$ cat config.mk
export PLATFORM = sky130hd
export DESIGN_NAME = uart_baud_gen
export DESIGN_NICKNAME = d
export VERILOG_FILES = /design/src/rtl/uart_baud_pkg.sv /design/src/rtl/uart_tick_div16.sv /design/src/rtl/uart_baud_gen.sv
export SDC_FILE = /design/constraint.sdc
export NUM_CORES = 1
export LEC_CHECK = 0
export BUFFER_PORTS_ARGS = -buffer_cell sky130_fd_sc_hd__buf_4
export CAP_MARGIN = 15
export CORE_MARGIN = 3
export CORE_UTILIZATION = 30
export DETAILED_ROUTE_END_ITERATION = 7
export HOLD_SLACK_MARGIN = 0.03
export PLACE_DENSITY = 0.53
export SYNTH_ARGS = -nofsm -noshare
export SYNTH_HDL_FRONTEND = slang
export SYNTH_SLANG_ARGS = --single-unit
$ cat constraint.sdc
create_clock -name clk -period 1.23 [get_ports clk]
set_input_delay 0.246 -clock clk [delete_from_list [all_inputs] [get_ports clk]]
set_output_delay 0.246 -clock clk [all_outputs]
set_load 0.01 [all_outputs]
$ cat src/rtl/uart_baud_pkg.sv
// Shared constants and elaboration-time helpers for the UART baud-rate generator.
package uart_baud_pkg;

  localparam int ACC_W = 32;
  localparam int OVS   = 16;
  localparam int OVS_W = $clog2(OVS);

  typedef logic [OVS_W-1:0] ovs_cnt_t;
  typedef logic [ACC_W-1:0] acc_t;

  // Clocks per 16x tick, rounded to nearest and never below one.
  function automatic int calc_div16(input longint clock_freq, input longint baud_rate);
    longint div;
    div = (clock_freq + longint'(8) * baud_rate) / (longint'(16) * baud_rate);
    if (div < longint'(1)) div = longint'(1);
    return int'(div);
  endfunction

  // Phase increment for the 32-bit accumulator; saturates when the 16x rate equals the clock.
  function automatic acc_t calc_inc(input longint clock_freq, input longint baud_rate);
    longint num;
    longint inc;
    num = (longint'(16) * baud_rate) << ACC_W;
    inc = (num + clock_freq / longint'(2)) / clock_freq;
    if (inc > longint'(64'h0000_0000_FFFF_FFFF)) inc = longint'(64'h0000_0000_FFFF_FFFF);
    if (inc < longint'(1)) inc = longint'(1);
    return acc_t'(inc);
  endfunction

endpackage

$ cat src/rtl/uart_tick_div16.sv
// Divide-by-16 stage: turns the 16x oversampling strobe into the 1x bit strobe.
module uart_tick_div16
  import uart_baud_pkg::*;
(
  input  logic clk,
  input  logic rst,
  input  logic tick_in,
  output logic tick_out
);

  ovs_cnt_t r_ovs_cnt;
  logic     r_tick_out;
  logic     w_last;

  assign w_last = (r_ovs_cnt == ovs_cnt_t'(OVS - 1));

  // tick_in is the pre-register wrap strobe, so this registered output lines up with baud_tick_16x.
  always_ff @(posedge clk) begin
    // NOTE: registered state uses non-blocking assignments; reset is synchronous, so it lives inside the clocked branch.
    if (!rst) begin
      r_ovs_cnt  <= '0;
      r_tick_out <= 1'b0;
    end else begin
      r_tick_out <= tick_in & w_last;
      if (tick_in) r_ovs_cnt <= r_ovs_cnt + 1'b1;
    end
  end

  assign tick_out = r_tick_out;

endmodule

$ cat src/rtl/uart_baud_gen.sv
// UART baud-rate tick generator (16x and 1x strobes).
// Define UART_BAUD_FRAC_EN to replace the integer prescaler with a 32-bit phase accumulator.
module uart_baud_gen
  import uart_baud_pkg::*;
#(
  parameter int CLOCK_FREQ = 50_000_000,
  parameter int BAUD_RATE  = 115200
) (
  input  logic clk,
  input  logic rst,
  output logic baud_tick_16x,
  output logic baud_tick
);

  localparam int DIV16 = calc_div16(longint'(CLOCK_FREQ), longint'(BAUD_RATE));

  generate
    if (longint'(16) * longint'(BAUD_RATE) > longint'(CLOCK_FREQ)) begin : g_rate_check
      $error("uart_baud_gen: 16*BAUD_RATE exceeds CLOCK_FREQ");
    end
  endgenerate

  logic w_wrap;
  logic r_tick_16x;

`ifdef UART_BAUD_FRAC_EN
  localparam acc_t INC = calc_inc(longint'(CLOCK_FREQ), longint'(BAUD_RATE));

  acc_t           r_acc;
  logic [ACC_W:0] w_sum;

  // The carry out of the accumulator is the 16x event.
  assign w_sum  = {1'b0, r_acc} + {1'b0, INC};
  assign w_wrap = w_sum[ACC_W];

  always_ff @(posedge clk) begin
    if (!rst) r_acc <= '0;
    else      r_acc <= w_sum[ACC_W-1:0];
  end
`else
  localparam int              CNT_W   = (DIV16 > 1) ? $clog2(DIV16) : 1;
  localparam logic [CNT_W-1:0] CNT_MAX = CNT_W'(DIV16 - 1);

  logic [CNT_W-1:0] r_cnt;

  assign w_wrap = (r_cnt == CNT_MAX);

  always_ff @(posedge clk) begin
    if (!rst)        r_cnt <= '0;
    else if (w_wrap) r_cnt <= '0;
    else             r_cnt <= r_cnt + 1'b1;
  end
`endif

  always_ff @(posedge clk) begin
    if (!rst) r_tick_16x <= 1'b0;
    else      r_tick_16x <= w_wrap;
  end

  uart_tick_div16 u_div16 (
    .clk      (clk),
    .rst      (rst),
    .tick_in  (w_wrap),
    .tick_out (baud_tick)
  );

  assign baud_tick_16x = r_tick_16x;

endmodule

---- Word level (Yosys, flattened, before mapping) ----
Cells that the tools add are included.
storage, ports and cells
  output and inout port bits .............. 2
  word-level logic and storage cells ...... 11
  input bits .............................. 2
  bits in registers ....................... 11
operators by class
  bitwise gates (word level) .............. 2
  reduce and logical (&&, ||, !) cells .... 1
  add/subtract/negate cells ............... 2
  equal/unequal tests ..................... 2
operator list
  cell                   number
  $add A5 B1 Y5 const B  1
  $eq A5 B5 Y1 const B   1
  $add A4 B1 Y4 const B  1
  $eq A4 B4 Y1 const B   1
  $reduce_or A2 Y1       1
  $and A1 B1 Y1          1
  $not A1 Y1             1

---- Logic depth before layout (Yosys ltp) ----
Gate-level depths: netlist of run 1.
  depth in word-level cells ............... 2
  gate-level depth with buffers ........... 5
  depth with buffers taken out ............ 5

---- By module ----
From an unflattened synthesis of run 1, not the netlist that was laid out.
unflattened totals
  cell total of the unflattened synthesis .. 45
  area total of the unflattened synthesis .. 530.5 um2
by module, submodules not included
  module           area each (um2)  cells each  instances
  uart_baud_gen    306.5            24          1
  uart_tick_div16  224.0            21          1

---- Least setup slack after synthesis of run 1 ----
Ideal clock, no wire load.
  kind .................................... register to register
  start ................................... reg r_cnt[0]
  end ..................................... reg u_div16.r_tick_out (netlist: u_div16.tick_out)
  data required time ...................... 1.114 ns
  buffers on the path ..................... 0
  setup slack ............................. -0.082 ns
  cell stages (with the launch flop) ...... 6
  period minus slack after synthesis ...... 1.312 ns
  arrival time ............................ 1.196 ns
  cells stage by stage .................... dfxtp_1 > inv_1 > ha_1 > and4b_2 > and2_1 > and4_1
between the ends
  word-level cells in the longest chain between the ends .. 2
ends and longest elaborated chain
  item                      RTL line               text
  start: declaration        uart_baud_gen.sv:44    logic [CNT_W-1:0] r_cnt;
  start signal: assignment  uart_baud_gen.sv:51    else r_cnt <= r_cnt + 1'b1;
  $eq A5 B5 Y1              uart_baud_gen.sv:46    assign w_wrap = (r_cnt == CNT_MAX);
  $and A1 B1 Y1             uart_tick_div16.sv:24  r_tick_out <= tick_in & w_last;
  end signal: assignment    uart_tick_div16.sv:24
  end: declaration          uart_tick_div16.sv:12  logic r_tick_out;
No other way between the ends.
A chain may end at the register's enable or synchronous reset.

---- Worst setup path in the final report of run 1 ----
Ends and elaborated chain as after synthesis.

==> results_dict.tcl, run 1 <==
set metrics [dict create \
    outcome "completed" \
    preCtsSetupSlack_ns -0.0151 \
    post-route-min-period_ns 1.21 \
    hold_path.startpoint "rst" \
    gp_congestion 0.768 \
    yosys.area.top_type "dfxtp_1" \
    synth.ff_latch_count 11 \
    setup_ws_ns 0.0212 \
    leakagePower_nw 0.256 \
    dp_cells 62 \
    timing.slew.headroom_pct 86.6 \
    tritoncts "done" \
    top_level_ports 4 \
    die_w_um 44.6 \
    power_mw 0.656 \
    holdWs_ns 0.229 \
    synthMostInstantiatedCell "dfxtp_1" \
    worstRegToRegCells 5 \
    clock_latency_ns 0.26 \
    regToRegEndpoint "u_div16.tick_out$_SDFF_PN0_" \
    ys_top_cells_by_count "dfxtp_1, nor2_1, ha_1, nand2_1, nand3_1" \
    die_h_um 44.6 \
    finalHoldViolCount 0 \
    rsz0062_at_grt "yes" \
    endpoint_kind "flip-flop" \
    die-area_um2 1990 \
    syn-cell-area_um2 447 \
    final-max-slew-violation-count 0 \
    synth_edf_count 0 \
    setup-tns-final_ns 0 \
    h-tree-depth 1 \
    power.density_nw_per_um2 1170 \
    clkTransAtPathRegs_ns 0.07 \
    worst-r2r-setup-slack_ns 0.02 \
    r2r_start "r_cnt[0]$_SDFF_PP0_" \
    min_path_cells 2 \
    coreArea_um2 1350 \
    nFillCells 130 \
    drive_gt1_share_pct 32.7 \
    synth_area_leaders "dfxtp_1, ha_1, nand4b_4, nor2_1, xnor2_1" \
    fin_skew_ns 0.000621 \
    syn_to_final_growth_pct 25.2 \
    grt_pass1_vias 329 \
    drtIter0Drc 0 \
    dpl_cell_area_um2 507 \
    required_ns 1.39 \
    final_util_pct 41.4 \
    cap_violations 0 \
    synth_cells 42 \
    arrival_ns 1.37 \
    cts_hold_buf 0 \
    wl_per_cell_um 10.9 \
    final_net_count 58 \
    synthArstFlopShare_pct 0 \
    synth_flop_cell "dfxtp_1" \
    num_rows 13 \
    vias_per_cell 4.81 \
    hold_end "u_div16.r_ovs_cnt[2]$_SDFFE_PN0N_" \
    tightest_slew_ns 0.201 \
    ys_warn_count 0 \
    start_util_pct 33.1 \
    finalSetupViolCount 0 \
    antenna_found_initial 0 \
    min_path_type "in -> reg" \
    grt_pass1_wl_um 1270 \
    path_class "reg -> reg" \
    clock_sinks 11 \
    overflow 0 \
    peakVddDrop_uv 560 \
    synth.top_cell.area_share_pct 49.3 \
    drc 0 \
    clk_path_buf_depth 2 \
    finalNonFillerCells 67 \
    avgSynthCellArea_um2 10.6 \
    postLayoutCellArea_um2 559 \
    timing.fmax_mhz 827 \
    dp_hpwl_um 562 \
    grt_max_degree 7 \
    grt_usage_pct 9.04 \
    timing.final.crit_share_pct 98.3 \
    ant_nets 0 \
    syn-num-nets 47 \
    ys_types 18 \
    seq_area_frac_synth_pct 49.3 \
    cp_max_fo 3 \
    n_antenna_cell 0 \
    dr_total_vias 322 \
    numCtsBuffers 3 \
    wirelength_um 728 \
    port_buffers 3 \
    critPathLaunchType "flip-flop" \
    first_pass_iters 1 \
    root_buffer "clkbuf_4" \
]
[where the power goes]
group          leakage (nW)  internal [mW]  switching [mW]  total (mW)
clock network        0.0150          0.125           0.118       0.243
logic                 0.151         0.0212          0.0166      0.0378
registers            0.0897          0.366         0.00961       0.375
total                 0.256          0.512           0.144       0.656
[state kept, by name (all words and copies together), names as in the netlist]
signal and cells:
r_cnt 5, u_div16.tick_out 1, baud_tick_16x 1, u_div16.r_ovs_cnt 4
[critical path: stages (launching register included)]
cell     delay (ns)
dfxtp_2        0.34
inv_2          0.04
ha_4           0.16
and4b_2        0.25
and2_4         0.14
and4_1         0.18
[worst max path at each step]
stage	start	to	slack, ns	cells after the start
5_1_grt	r_cnt[0]$_SDFF_PP0_	u_div16.tick_out$_SDFF_PN0_	-0.03	5
3_3_place_gp	r_cnt[0]$_SDFF_PP0_	u_div16.tick_out$_SDFF_PN0_	0.01	5
6_report	r_cnt[0]$_SDFF_PP0_	u_div16.tick_out$_SDFF_PN0_	0.02	5
3_5_place_dp	r_cnt[0]$_SDFF_PP0_	u_div16.tick_out$_SDFF_PN0_	-0.02	5
4_1_cts	r_cnt[0]$_SDFF_PP0_	u_div16.tick_out$_SDFF_PN0_	0.001	5
2_1_floorplan	r_cnt[0]$_SDFF_PP0_	u_div16.r_ovs_cnt[3]$_SDFFE_PN0N_	0.006	5
[final cells by class]
cell class	instances	area, um^2	area share, %
tap	15	18.8	3.36
sequential	11	223	39.8
clock buffer	4	26.3	4.70
timing repair buffer	6	45.0	8.05
multi-input combinational	30	243	43.4
inverter	1	3.75	0.671
[cell usage in the layout (no fill, tap or decap)]
cell type  instances
nand3_1            3
ha_1               2
nand2_1            3
and4_1             1
buf_4              6
and2_4             1
o21ai_0            1
or3_1              1
nor3b_2            1
dfxtp_2            2
clkbuf_4           3
nand4b_4           1
clkbuf_1           1
ha_4               1
a21boi_1           3
nor2_1             5
and4b_2            1
and2_1             1
inv_2              1
o21a_1             1
xnor2_1            2
dfxtp_1            9
xor2_1             2
[kinds of logic (layout without fill, tap and decap cells)]
| logic type | count (synthesis) | in the layout | share of synthesized area, % |
|---|---|---|---|
| flops | 11 | 11 | 49.3 |
| xor+xnor | 4 | 4 | 7.84 |
| fa+ha+maj | 3 | 3 | 8.40 |
| simple gates | 18 | 18 | 25.8 |
| buf+inv | 1 | 11 | 0.840 |
| compound gates | 5 | 5 | 7.84 |
[per-layer routing]
| layer | part of all wire, % | global-route usage (%) | vias up |
|---|---|---|---|
| met5 | 0 | 0 | - |
| li1 | - | - | 164 |
| met2 | 52 | 16.3 | 7 |
| met3 | 7.8 | 6.10 | 0 |
| met4 | 0 | 1.81 | 0 |
| met1 | 41 | 8.29 | 151 |
[what timing repair did]
action,in CTS,in global routing
buffers inserted,1,0
gates resized for setup,4,3
pin swaps,1,5
setup endpoints to repair,3,8
Power figures use the tool's default switching activity.
==> inputs of run 2 (changes only) <==
- PLACE_DENSITY: 0.53 -> unset
==> run 2 against run 1 <==
Effect of this change: worst hold slack worse by 0.0019 ns; final cell count increased by 1.5%; largest power group unchanged; register-to-register slack improved by 0.03 ns; clock skew is 0.0024 ns higher; total power rose by 0.42%; clock power hardly changed.
==> results_dict.tcl, run 2 (same netlist as run 1, synthesis figures left out) <==
set metrics [dict create \
    grt_pass1_vias 286 \
    ant_nets 0 \
    post-route-min-period_ns 1.18 \
    combPwrFrac_pct 6.6 \
    first_pass_iters 2 \
    path_buf_inv 1 \
    grt_pass1_wl_um 1120 \
    cp_num_cells 5 \
    power_mw 0.659 \
    cp_slowest_cell "dfxtp_1" \
    min_path_type "in -> reg" \
    holdWs_ns 0.227 \
    clock_latency_ns 0.26 \
    timing.fmax_mhz 847 \
    final_common_cell "dfxtp_1" \
    power_switching_mw 0.144 \
    preCtsSetupSlack_ns 0.000466 \
    clock_sinks 11 \
    antenna_found_initial 0 \
    n_antenna_cell 0 \
    crit_path_cell_trace "ha_4 > nand4b_4 > buf_4 > xnor2_1 > and2_1" \
    wirelength_um 664 \
    crit_family "flip-flops" \
    worstRegToRegCells 5 \
    final_util_pct 41.5 \
    gr-usage-met2_pct 13.2 \
    leakagePower_nw 0.259 \
    outcome "completed" \
    drc 0 \
    path_class "reg -> reg" \
    cap_violations 0 \
    wl_per_cell_um 9.76 \
    numCtsBuffers 3 \
    endpoint_kind "flip-flop" \
    dp_hpwl_um 466 \
    timing.final.crit_share_pct 95.9 \
    cp_max_fo 4 \
    die_w_um 44.6 \
    top_regs "r_cnt: 5 flops, u_div16.r_ovs_cnt: 4 flops" \
    final-max-slew-violation-count 0 \
    start_util_pct 33.1 \
    h-tree-depth 1 \
    max_stage_delay_ns 0.38 \
    power.density_nw_per_um2 1180 \
    regMostFlops "r_cnt" \
    finalHoldViolCount 0 \
    swShare_pct 21.8 \
    grt_max_degree 7 \
    intPower_mw 0.515 \
    gp_congestion 0.707 \
    seqPwrFrac_pct 56.6 \
    peakVddDrop_uv 848 \
    clk_path_buf_depth 2 \
    die-area_um2 1990 \
    setup_ws_ns 0.0500 \
    arrival_ns 1.34 \
    clkTransAtPathRegs_ns 0.07 \
    grt_util_met1_pct 7.82 \
    fin_skew_ns 0.00298 \
    drtIter0Drc 7 \
    required_ns 1.39 \
    vias_per_cell 4.54 \
    syn_to_final_growth_pct 25.5 \
    busiest_layer "met2" \
    tightest_slew_ns 0.196 \
    timing.slew.headroom_pct 86.9 \
    coreArea_um2 1350 \
    die_h_um 44.6 \
    top_level_ports 4 \
    clkPwrFrac_pct 36.7 \
    dr_total_vias 309 \
    min_path_cells 2 \
    port_buffers 3 \
    overflow 0 \
    use_met3_pct 6.10 \
    num_rows 13 \
    final_net_count 59 \
    grt_usage_pct 8.22 \
    finalSetupViolCount 0 \
    tritoncts "done" \
    critPathLaunchType "flip-flop" \
    drive_gt1_share_pct 30.2 \
    rsz0062_at_grt "yes" \
    root_buffer "clkbuf_4" \
    largest_reg_flops 5 \
    final_cell_mix "dfxtp_1, buf_4, nor2_1" \
]
-- run 2: cell count changes in the layout (fill, tap and decap cells not counted), sizes merged --
cell	before	now
buf	6	7
-- run 2: area by class of cell --
type / instances / area [um^2]
flip-flops and latches: 11 / 221
repair buffers: 7 / 52.6
inverters: 1 / 3.75
clock buffers: 4 / 26.3
fillers: 132 / 790
multi-input cells: 30 / 238
well taps: 15 / 18.8
-- run 2: what timing repair did --
item                       CTS  global route
setup endpoints to repair    2            10
buffers inserted             1             0
pin swaps                    1             3
resized for setup            1             3
hold buffers                 0             0
gates cloned                 0             0
-- run 2: metal layers --
| metal | vias up | routed length (um) |
|---|---|---|
| li1 | 165 | - |
| met1 | 137 | 301 |
| met2 | 7 | 311 |
| met3 | 0 | 51 |
| met4 | 0 | 0 |
| met5 | - | 0 |
-- run 2: metrics by stage --
| stage | instances | TNS [ns] | cell area (um^2) |
|---|---|---|---|
| after floorplan | 42 | 0 | 450 |
| after global placement | 63 | 0 | 514 |
| after detailed placement | 63 | 0 | 514 |
| after CTS | 68 | -0.00127 | 551 |
| after global routing | 68 | -0.0499 | 561 |
| final | 68 | 0 | 561 |
-- run 2: final timing paths --
check | slack [ns] | start | to
worst max-delay path | 0.05 | r_cnt[1]$_SDFF_PP0_ | u_div16.r_ovs_cnt[0]$_SDFFE_PN0N_
worst min-delay path | 0.23 | rst | u_div16.r_ovs_cnt[2]$_SDFFE_PN0N_
worst max register to register | 0.05 | r_cnt[1]$_SDFF_PP0_ | u_div16.r_ovs_cnt[0]$_SDFFE_PN0N_
worst min register to register | 0.49 | u_div16.r_ovs_cnt[1]$_SDFFE_PN0N_ | u_div16.r_ovs_cnt[1]$_SDFFE_PN0N_
-- run 2: power groups by stage --
stage / clock network, mW / registers, mW / logic, mW
after floorplan: 0 / 0.380 / 0.0207
after global placement: 0 / 0.379 / 0.0390
after detailed placement: 0 / 0.379 / 0.0387
after CTS: 0.255 / 0.371 / 0.0389
after global routing: 0.271 / 0.374 / 0.0499
final: 0.242 / 0.373 / 0.0437
-- run 2: worst register-to-register path: cells and delay by family (launching register included) --
family | cells | cell delay, ns
flip-flops | 1 | 0.38
AND/OR/NAND/NOR | 2 | 0.26
adder cells (fa/ha/maj) | 1 | 0.16
XOR/XNOR | 1 | 0.11
buffers and inverters | 1 | 0.17
